## src/rtl/seq_pkg.sv

```systemverilog
// Shared types and encoding tables for the instruction sequencer.
package seq_pkg;

   // Controller states, in instruction-cycle order.
   typedef enum logic [2:0] {
      S_FETCH,
      S_WAIT_MEM,
      S_DECODE,
      S_LAUNCH,
      S_EXEC,
      S_UPDATE,
      S_HALT,
      S_FAULT
   } state_t;

   // Primary opcodes (ir[31:26]).
   localparam logic [5:0] OP_RTYPE = 6'h00;
   localparam logic [5:0] OP_J     = 6'h02;
   localparam logic [5:0] OP_BEQ   = 6'h04;
   localparam logic [5:0] OP_LW    = 6'h23;
   localparam logic [5:0] OP_SW    = 6'h2B;
   localparam logic [5:0] OP_HALT  = 6'h3F;

   // R-type function codes (ir[5:0]).
   localparam logic [5:0] FN_ADD = 6'h20;
   localparam logic [5:0] FN_SUB = 6'h22;
   localparam logic [5:0] FN_AND = 6'h24;
   localparam logic [5:0] FN_OR  = 6'h25;
   localparam logic [5:0] FN_SLT = 6'h2A;

   // Microcode segment indices, in the order the microcode ROM is programmed.
   localparam logic [5:0] SEG_LW      = 6'd0;
   localparam logic [5:0] SEG_SW      = 6'd1;
   localparam logic [5:0] SEG_ADD     = 6'd2;
   localparam logic [5:0] SEG_SUB     = 6'd3;
   localparam logic [5:0] SEG_AND     = 6'd4;
   localparam logic [5:0] SEG_OR      = 6'd5;
   localparam logic [5:0] SEG_SLT     = 6'd6;
   localparam logic [5:0] SEG_BEQ     = 6'd7;
   localparam logic [5:0] SEG_J       = 6'd8;
   localparam logic [5:0] SEG_INVALID = 6'h3F;

endpackage

```

## src/rtl/seq_decode.sv

```systemverilog
// Combinational opcode/funct to microcode-segment decoder.
module seq_decode
   import seq_pkg::*;
#(
   parameter int SEG_W = 6
) (
   input  logic [31:0]      i_ir,
   output logic             o_valid,
   output logic             o_is_halt,
   output logic             o_is_beq,
   output logic             o_is_j,
   output logic [SEG_W-1:0] o_seg_idx
);

   logic [5:0] w_op;
   logic [5:0] w_fn;

   assign w_op = i_ir[31:26];
   assign w_fn = i_ir[5:0];

   // Table lookup; anything not listed stays invalid with the freeze index.
   // NOTE: every output gets a default first so no path through the case can infer a latch.
   always_comb begin
      o_valid   = 1'b0;
      o_is_halt = 1'b0;
      o_is_beq  = 1'b0;
      o_is_j    = 1'b0;
      o_seg_idx = SEG_W'(SEG_INVALID);
      case (w_op)
         OP_RTYPE: begin
            case (w_fn)
               FN_ADD:  begin o_valid = 1'b1; o_seg_idx = SEG_W'(SEG_ADD); end
               FN_SUB:  begin o_valid = 1'b1; o_seg_idx = SEG_W'(SEG_SUB); end
               FN_AND:  begin o_valid = 1'b1; o_seg_idx = SEG_W'(SEG_AND); end
               FN_OR:   begin o_valid = 1'b1; o_seg_idx = SEG_W'(SEG_OR);  end
               FN_SLT:  begin o_valid = 1'b1; o_seg_idx = SEG_W'(SEG_SLT); end
               default: ;
            endcase
         end
         OP_LW:   begin o_valid = 1'b1; o_seg_idx = SEG_W'(SEG_LW); end
         OP_SW:   begin o_valid = 1'b1; o_seg_idx = SEG_W'(SEG_SW); end
         OP_BEQ:  begin o_valid = 1'b1; o_is_beq = 1'b1; o_seg_idx = SEG_W'(SEG_BEQ); end
         OP_J:    begin o_valid = 1'b1; o_is_j   = 1'b1; o_seg_idx = SEG_W'(SEG_J);   end
         OP_HALT: o_is_halt = 1'b1;
         default: ;
      endcase
   end

endmodule

```

## src/rtl/instr_sequencer.sv

```systemverilog
// Instruction-cycle controller: fetch, decode, launch a microcode segment,
// wait for its end, then advance the PC.
module instr_sequencer
   import seq_pkg::*;
#(
   parameter logic [31:0] RESET_PC = 32'h0000_0000,
   parameter int          MAX_UOPS = 16,
   parameter int          SEG_W    = 6
) (
   input  logic             clk,
   input  logic             rst,
   output logic             imem_req,
   output logic [31:0]      imem_addr,
   input  logic             imem_ack,
   input  logic [31:0]      imem_rdata,
   output logic [SEG_W-1:0] seg_idx,
   output logic             sos,
   input  logic             eos,
   input  logic             br_taken,
   output logic [31:0]      ir,
   output logic [31:0]      pc,
   output logic             busy,
   output logic             halted,
   output logic             illegal,
   output logic             timeout
);

   localparam int CNT_W = (MAX_UOPS > 2) ? $clog2(MAX_UOPS) : 1;
   localparam logic [CNT_W-1:0] CNT_LAST = CNT_W'(MAX_UOPS - 1);

   state_t             r_state;
   state_t             w_next;
   logic [31:0]        r_pc;
   logic [31:0]        r_ir;
   logic               r_imem_req;
   logic [SEG_W-1:0]   r_seg_idx;
   logic               r_halted;
   logic               r_illegal;
   logic               r_timeout;
   logic               r_br;
   logic [CNT_W-1:0]   r_cnt;

   logic               w_dec_valid;
   logic               w_dec_halt;
   logic               w_dec_beq;
   logic               w_dec_j;
   logic [SEG_W-1:0]   w_dec_seg;
   logic               w_ack;
   logic               w_cnt_last;
   logic [31:0]        w_pc4;
   logic [31:0]        w_br_off;
   logic [31:0]        w_pc_next;
   logic               w_sos;
   logic               w_busy;

   seq_decode #(.SEG_W(SEG_W)) u_decode (
      .i_ir      (r_ir),
      .o_valid   (w_dec_valid),
      .o_is_halt (w_dec_halt),
      .o_is_beq  (w_dec_beq),
      .o_is_j    (w_dec_j),
      .o_seg_idx (w_dec_seg)
   );

   // An ack only counts while a request is outstanding.
   assign w_ack      = imem_ack && r_imem_req;
   assign w_cnt_last = (r_cnt == CNT_LAST);

   assign w_pc4    = r_pc + 32'd4;
   assign w_br_off = {{14{r_ir[15]}}, r_ir[15:0], 2'b00};

   // Next PC: taken branch, jump, or fall through (all wrap mod 2^32).
   always_comb begin
      w_pc_next = w_pc4;
      if (w_dec_beq && r_br)
         w_pc_next = w_pc4 + w_br_off;
      else if (w_dec_j)
         w_pc_next = {w_pc4[31:28], r_ir[25:0], 2'b00};
   end

   // State register; reset wins over every other input.
   // NOTE: sequential state uses non-blocking assignments so all registers update together at the edge.
   always_ff @(posedge clk) begin
      if (rst) r_state <= S_FETCH;
      else     r_state <= w_next;
   end

   // Next-state and state-decoded outputs.
   always_comb begin
      w_next = r_state;
      w_sos  = 1'b0;
      w_busy = 1'b1;
      case (r_state)
         S_FETCH:    w_next = S_WAIT_MEM;
         S_WAIT_MEM: if (w_ack) w_next = S_DECODE;
         S_DECODE: begin
            if (w_dec_valid)     w_next = S_LAUNCH;
            else if (w_dec_halt) w_next = S_HALT;
            else                 w_next = S_FAULT;
         end
         S_LAUNCH: begin
            w_sos  = 1'b1;
            w_next = S_EXEC;
         end
         S_EXEC: begin
            if (eos)             w_next = S_UPDATE;
            else if (w_cnt_last) w_next = S_FAULT;
         end
         S_UPDATE:   w_next = S_FETCH;
         S_HALT:     w_busy = 1'b0;
         S_FAULT:    w_busy = 1'b0;
         default:    w_next = S_FETCH;
      endcase
   end

   // Datapath registers: fetch handshake, IR, segment index, counter, flags, PC.
   always_ff @(posedge clk) begin
      if (rst) begin
         r_pc       <= RESET_PC;
         r_ir       <= 32'd0;
         r_imem_req <= 1'b0;
         r_seg_idx  <= '1;
         r_halted   <= 1'b0;
         r_illegal  <= 1'b0;
         r_timeout  <= 1'b0;
         r_br       <= 1'b0;
         r_cnt      <= '0;
      end else begin
         case (r_state)
            S_FETCH: r_imem_req <= 1'b1;
            S_WAIT_MEM: begin
               if (w_ack) begin
                  r_ir       <= imem_rdata;
                  r_imem_req <= 1'b0;
               end
            end
            S_DECODE: begin
               r_seg_idx <= w_dec_seg;
               if (w_dec_halt)        r_halted  <= 1'b1;
               else if (!w_dec_valid) r_illegal <= 1'b1;
            end
            S_LAUNCH: r_cnt <= '0;
            S_EXEC: begin
               if (eos)             r_br      <= br_taken;
               else if (w_cnt_last) r_timeout <= 1'b1;
               else                 r_cnt     <= r_cnt + CNT_W'(1);
            end
            S_UPDATE: r_pc <= w_pc_next;
            default: ;
         endcase
      end
   end

   assign imem_req  = r_imem_req;
   assign imem_addr = r_pc;
   assign seg_idx   = r_seg_idx;
   assign sos       = w_sos;
   assign ir        = r_ir;
   assign pc        = r_pc;
   assign busy      = w_busy;
   assign halted    = r_halted;
   assign illegal   = r_illegal;
   assign timeout   = r_timeout;

endmodule
```

## config.mk

```make
export PLATFORM = sky130hd
export DESIGN_NAME = instr_sequencer
export DESIGN_NICKNAME = d
export VERILOG_FILES = /design/src/rtl/seq_pkg.sv /design/src/rtl/seq_decode.sv /design/src/rtl/instr_sequencer.sv
export SDC_FILE = /design/constraint.sdc
export NUM_CORES = 1
export LEC_CHECK = 0
export CORE_ASPECT_RATIO = 0.7
export CORE_MARGIN = 8
export CORE_UTILIZATION = 46
export CTS_CLUSTER_SIZE = 8
export DETAILED_ROUTE_END_ITERATION = 6
export GPL_ROUTABILITY_DRIVEN = 0
export GPL_TIMING_DRIVEN = 0
export PLACE_DENSITY = 0.83
export SYNTH_ARGS = -nofsm -noshare
export SYNTH_HDL_FRONTEND = slang
export SYNTH_SLANG_ARGS = --single-unit
```

## constraint.sdc

```tcl
create_clock -name clk -period 3.8 [get_ports clk]
set_clock_uncertainty 0.2 [all_clocks]
set_input_delay 0.38 -clock clk [delete_from_list [all_inputs] [get_ports clk]]
set_output_delay 0.38 -clock clk [all_outputs]
set_load 0.01 [all_outputs]
```

==> results.py, run 1 <==
metrics = {
    "outcome": {
        "status": "finished with violations",
        "failed_checks": "setup timing",
    },
    "clocking": {
        "clk_latency_ps": 360,
        "htreeDepth": 3,
        "cts.sinks": 79,
        "hold_buffers": 0,
        "cts.path.max_buffers": 2,
        "clk_pin_slew_ps": 70,
        "numCtsBuffers": 9,
        "cts-root-buf": "clkbuf_16",
        "cts_tree": "built",
    },
    "setup_path": {
        "cp-end-kind": "register",
        "cp.required_ps": 3850,
        "r2r_slack_ps": -130,
        "worstPathMaxFanout": 7,
        "timing.rr.start": "imem_addr[5]$_SDFFE_PP0P_",
        "rr_endpoint": "imem_addr[31]$_SDFFE_PP0P_",
        "ff2ff_path_depth": 15,
        "critPathLaunchType": "register",
        "critPathKind": "reg2reg",
        "cp_data_arrival_time_ps": 3970,
    },
    "routing": {
        "post-route-drc-count": 0,
        "vias_per_cell": 6.05,
        "vias": 6995,
        "drt_wl_total_um": 23800,
        "drt-wirelength-per-cell_um": 20.6,
        "drt_iter0_drc": 943,
        "drtAntennaViolNets": 0,
        "firstDrtPassIters": 5,
    },
    "synth": {
        "avgSynthCellArea_sq_um": 7.62,
        "synth_top_area_share_pct": 26.1,
        "synthTopCellsByCount": "120 x nand2_1, 87 x a21oi_1, 79 x dfxtp_1, 69 x nor2_1, 38 x ha_1",
        "synth_edf_count": 0,
        "synth_seq_cells": 79,
        "synth.area.top_cells": "dfxtp_1 26%, ha_1 7.9%, nand2_1 7.4%, a21oi_1 7.2%, xnor2_1 5.4%",
        "yosysUniqueCellTypes": 68,
        "netlist_area_sq_um": 6050,
        "yosys.area.top_type": "dfxtp_1",
        "synth_top_flop_cell": "dfxtp_1",
        "post-synth-top-count-cell": "nand2_1",
        "syn_inst": 795,
        "synthArstFlopShare_pct": 0,
        "synth-seq-area-share_pct": 26.1,
        "ys_warn_count": 0,
    },
    "sta": {
        "min_period_ps": 3930,
        "setup_viol": 4,
        "worst_slack_ps": -126,
        "period_share_pct": 103,
        "fmax_mhz": 255,
        "rsz0062_at_grt": "true",
        "setup_tns_ps": -237,
        "slew_viol_final": 0,
        "report.final.hold_viol_count": 0,
        "tightest_slew_ps": 1180,
        "hold_slack_ps": 240,
        "slew_headroom_pct": 21.3,
    },
    "floorplanning": {
        "start_util_pct": 46.6,
        "core_sq_um": 13000,
        "ios": 145,
        "die_x_um": 153,
        "die_y_um": 112,
        "die-area_sq_um": 17100,
        "num_rows": 35,
    },
    "power": {
        "p_leak_nw": 3.69,
        "ir_worst_vdd_v": 0.000227,
        "p_per_area_nw_per_um2": 309,
        "p_total_mw": 2.72,
    },
    "flow_run": {
        "maxCapViolCount": 0,
    },
    "place": {
        "dp_hpwl_um": 15800,
        "place_area_sq_um": 7660,
        "placedCellCount": 1103,
        "io_buffer_count": 139,
        "place_ws_ps": -501,
    },
    "final_layout": {
        "areaGrowthSynthToFinish_pct": 45.4,
        "multi_input_area_sq_um": 4450,
        "final_util_pct": 67.7,
        "drive_gt1_share_pct": 19.7,
        "register_area_sq_um": 1630,
        "finalNetCount": 1061,
        "antennaDiodeCount": 0,
        "fin_area_sq_um": 8800,
        "n_fill_cell": 981,
        "stdcell_count": 1156,
    },
    "worst_hold_path": {
        "min_from": "rst",
        "hold-path-cell-count": 3,
        "whs_endpoint": "imem_addr[31]$_SDFFE_PP0P_",
        "hp-class": "in2reg",
    },
    "global_routing": {
        "grt_pass1_vias": 6267,
        "grt_first_pass_wirelength_um": 34100,
        "antenna_found_initial": 0,
        "grt_overflow_total": 0,
        "globalRouteTotalUtil_pct": 24.6,
        "grt_max_degree": 25,
    },
}
cells by family after synthesis:
family | share of synthesized area, %
buffers and inverters | 7.85
AND/OR/NAND/NOR | 23.0
other | 0.0619
XOR/XNOR | 7.52
multiplexers | 5.66
adder cells (fa/ha/maj) | 8.18
AO/OA/AOI/OAI | 21.6
flip-flops | 26.1
critical path, stage by stage, from the launching register on:
cell	delay [ps]
dfxtp_4	380
and3_1	220
buf_6	170
nand3_1	140
xnor2_2	330
ha_4	280
a21oi_2	190
o21ai_1	120
a21oi_1	140
nand3_1	150
a21oi_2	260
o221ai_4	170
a31oi_2	250
mux2i_1	250
mux2i_1	220
mux2_2	340
where the power goes:
group	leakage, nW	switching [mW]	internal [mW]	total [mW]
registers	0.650	0.0818	0.882	0.964
clock network	0.173	0.394	0.665	1.06
logic	2.86	0.356	0.342	0.698
total	3.69	0.832	1.89	2.72
final cells by class:
type	instances	share of cell area [%]
multi-input cells	630	50.5
repair buffers	180	19.3
inverters	11	0.469
flip-flops and latches	79	18.5
clock inverters	6	1.32
well taps	166	2.36
plain buffers	74	4.83
clock buffers	10	2.71
routing by layer:
| layer | up-vias | part of all wire (%) | GRT usage, % |
|---|---|---|---|
| li1 | 3171 | - | - |
| met1 | 3218 | 40 | 32.8 |
| met2 | 503 | 42 | 36.2 |
| met3 | 103 | 14 | 9.13 |
| met4 | 0 | 3.8 | 6.90 |
| met5 | - | 0 | 0 |
repair_timing:
item                                    in CTS  in global routing
resized for setup                           56                 60
setup buffers                                9                 32
cloned                                       0                  0
endpoints found under the setup margin       9                 11
pin swaps                                   10                 27
flip-flops by register name, summed over array words and instances, names as in the netlist:
name and flops:
r_state 3, halted 1, r_br 1, r_cnt 4, imem_req 1, seg_idx 5
ir 32, timeout 1, imem_addr 30, illegal 1
worst max path at each step:
stage | slack [ps] | depth (start not counted) | from | to
detailed placement | -500 | 17 | imem_addr[5]$_SDFFE_PP0P_ | imem_addr[31]$_SDFFE_PP0P_
global route | -170 | 14 | imem_addr[2]$_SDFFE_PP0P_ | imem_addr[31]$_SDFFE_PP0P_
floorplan | 120 | 17 | imem_addr[4]$_SDFFE_PP0P_ | imem_addr[31]$_SDFFE_PP0P_
global placement | -500 | 17 | imem_addr[5]$_SDFFE_PP0P_ | imem_addr[31]$_SDFFE_PP0P_
finish | -130 | 15 | imem_addr[5]$_SDFFE_PP0P_ | imem_addr[31]$_SDFFE_PP0P_
CTS | 1 | 16 | imem_addr[6]$_SDFFE_PP0P_ | imem_addr[31]$_SDFFE_PP0P_
placed cells by master, fill, tap and decap left out, types with 10 or more instances in the layout:
master / synthesis / final
clkdlybuf4s50_1: 0 / 139
clkbuf_1: 35 / 31
xor2_1: 15 / 11
xnor2_1: 37 / 26
dfxtp_4: 0 / 11
nand2_1: 120 / 117
a21o_1: 12 / 12
a21oi_1: 87 / 80
mux2i_1: 32 / 32
dfxtp_1: 79 / 64
buf_4: 36 / 77
a211oi_1: 14 / 13
ha_1: 38 / 26
o21ai_0: 32 / 27
nand3_1: 23 / 19
nor3_1: 19 / 18
nand4_1: 17 / 17
nor2_1: 69 / 63
nand2b_1: 10 / 10
(Power assumes the default switching activity.)
==> run 2, diff against run 1 <==
--- a/config.mk
+++ b/config.mk
@@ -12,7 +12,9 @@
 export DETAILED_ROUTE_END_ITERATION = 6
 export GPL_ROUTABILITY_DRIVEN = 0
 export GPL_TIMING_DRIVEN = 0
-export PLACE_DENSITY = 0.83
+export PLACE_DENSITY = 0.78
+export RECOVER_POWER = 100
 export SYNTH_ARGS = -nofsm -noshare
 export SYNTH_HDL_FRONTEND = slang
 export SYNTH_SLANG_ARGS = --single-unit
+export TNS_END_PERCENT = 1
==> results.py, run 2 (synthesized netlist as in run 1, its figures left out) <==
metrics = {
    "power": {
        "switching_share_pct": 32.7,
        "ir_worst_vdd_v": 0.000217,
        "p_int_mw": 1.65,
        "p_sw_mw": 0.799,
        "p_per_area_nw_per_um2": 281,
        "p_leak_nw": 3.70,
        "clkPwrFrac_pct": 33.3,
        "pwr-share-seq_pct": 39.3,
        "p_comb_share_pct": 27.4,
    },
    "floorplanning": {
        "die_y_um": 112,
        "ios": 145,
        "start_util_pct": 46.6,
        "num_rows": 35,
        "die-area_sq_um": 17100,
        "die_x_um": 153,
        "core_sq_um": 13000,
    },
    "setup_path": {
        "critPathKind": "reg2reg",
        "cp_slowest_stage_delay_ps": 390,
        "critPathLaunchType": "register",
        "cpMostUsedCell": "mux2i_1",
        "crit_chain": "and3_4 > buf_8 > buf_4 > nand3_4 > nor2_4 > nand4_1 > xnor2_2 > ha_2 > a21oi_2 > nor2_1 > a211oi_2 > o21ai_1 > a31oi_1 > mux2i_1 > mux2i_1 > mux2_2",
        "cp-end-kind": "register",
        "cp.required_ps": 3830,
        "cp_data_arrival_time_ps": 3950,
        "worstPathMaxFanout": 7,
        "crit_path_top_delay_cell": "dfxtp_4",
    },
    "sta": {
        "setup_viol": 1,
        "min_period_ps": 3920,
        "period_share_pct": 103,
        "report.final.hold_viol_count": 0,
        "fmax_mhz": 255,
        "tightest_slew_ps": 1110,
        "slew_viol_final": 0,
        "slew_headroom_pct": 25.6,
        "rsz0062_at_grt": "true",
        "setup_tns_ps": -116,
        "worst_slack_ps": -116,
    },
    "clocking": {
        "cts.sinks": 79,
        "htreeDepth": 3,
        "cts-root-buf": "clkbuf_16",
        "cts_tree": "built",
        "cts.path.max_buffers": 2,
        "numCtsBuffers": 9,
        "clk_pin_slew_ps": 70,
        "clk_latency_ps": 340,
        "hold_buffers": 0,
    },
    "final_layout": {
        "areaGrowthSynthToFinish_pct": 43.6,
        "layout_commonest_cell": "nand2_1",
        "antennaDiodeCount": 0,
        "drive_gt1_share_pct": 19.7,
        "most-common-layout-cells": "117 x nand2_1, 111 x clkdlybuf4s50_1, 81 x a21oi_1",
        "largest_register_ffs": 32,
        "fin_area_sq_um": 8690,
        "finalNetCount": 1063,
    },
    "worst_hold_path": {
        "hp-class": "in2reg",
    },
    "routing": {
        "drt-wirelength-per-cell_um": 19.5,
        "post-route-drc-count": 0,
        "drt_iter0_drc": 816,
        "vias_per_cell": 5.78,
        "drt_wl_total_um": 22600,
        "firstDrtPassIters": 7,
        "vias": 6696,
        "drtAntennaViolNets": 0,
    },
    "global_routing": {
        "globalRouteTotalUtil_pct": 23.7,
        "grt_pass1_vias": 5963,
        "grt_max_degree": 25,
        "grt_first_pass_wirelength_um": 32800,
        "grt_overflow_total": 0,
        "antenna_found_initial": 0,
    },
    "place": {
        "io_buffer_count": 139,
        "place_area_sq_um": 7660,
        "place_ws_ps": -512,
        "dp_hpwl_um": 15600,
    },
    "outcome": {
        "failed_checks": "setup timing",
        "status": "finished with violations",
    },
    "flow_run": {
        "maxCapViolCount": 0,
    },
}
## run 2: cell types whose count changed in the layout (fill, tap and decap cells not counted), moves of 3 or more
cell / previous run / this run
clkdlybuf4s50_1: 139 / 111
dlygate4sd3_1: 0 / 28
bufinv_16: 3 / 0
clkinv_2: 0 / 3
clkinvlp_4: 0 / 3
## run 2: worst paths after layout
| path | start | to | slack, ps | cells past startpoint |
|---|---|---|---|---|
| worst max-delay path | imem_addr[4]$_SDFFE_PP0P_ | imem_addr[31]$_SDFFE_PP0P_ | -120 | 16 |
| worst min-delay path | rst | imem_addr[31]$_SDFFE_PP0P_ | 250 | 3 |
| worst max register to register | imem_addr[4]$_SDFFE_PP0P_ | imem_addr[31]$_SDFFE_PP0P_ | -120 | 16 |
| worst min register to register | seg_idx[4]$_SDFFE_PP1P_ | seg_idx[4]$_SDFFE_PP1P_ | 260 | 2 |
## run 2: final cells by class
type	instances	area, sq um
multi-input cells	630	4400
fillers	1070	4310
repair buffers	181	1710
flip-flops and latches	79	1630
plain buffers	75	433
clock buffers	10	229
well taps	166	208
inverters	11	43.8
clock inverters	6	37.5
## run 2: stage by stage
step	instances	hold WS [ps]	power, mW	util [%]
2_1_floorplan	798	246	1.33	-
3_3_place_gp	1103	249	1.59	58.9
3_5_place_dp	1103	249	1.60	58.9
4_1_cts	1133	241	2.41	63.3
5_1_grt	1158	270	2.54	66.8
6_report	1158	254	2.45	66.8
## run 2: repair_timing
action,CTS,global route
buffers inserted,15,27
setup endpoints to repair,8,10
gates resized for setup,56,61
pin swaps,12,20
## run 2: per-layer routing
layer / wire length (um) / GRT usage, % / vias to the layer above
li1: - / - / 3151
met5: 0 / 0 / -
met1: 9870 / 33.5 / 3087
met2: 9300 / 33.1 / 402
met4: 444 / 5.72 / 0
met3: 2970 / 8.48 / 56
## run 2: worst max-delay path: cells and delay by family (launching register included)
family | cells | cell delay [ps]
buf+inv | 2 | 270
fa+ha+maj | 1 | 370
mux | 3 | 860
simple gates | 5 | 790
xor+xnor | 1 | 250
compound gates | 4 | 670
flops | 1 | 390
## run 2: power groups by stage
stage	clock network, mW	registers [mW]	logic [mW]
after floorplan	0	0.980	0.345
after global placement	0	0.977	0.609
after detailed placement	0	0.979	0.618
after CTS	0.817	0.957	0.637
after global routing	0.848	0.966	0.724
final	0.816	0.960	0.670
==> run 3, diff against run 2 <==
--- a/config.mk
+++ b/config.mk
@@ -5,6 +5,7 @@
 export SDC_FILE = /design/constraint.sdc
 export NUM_CORES = 1
 export LEC_CHECK = 0
+export CAP_MARGIN = 10
 export CORE_ASPECT_RATIO = 0.7
 export CORE_MARGIN = 8
 export CORE_UTILIZATION = 46
==> results of run 3 <==
Final layout, timing and power as in run 2 (identical DEF).
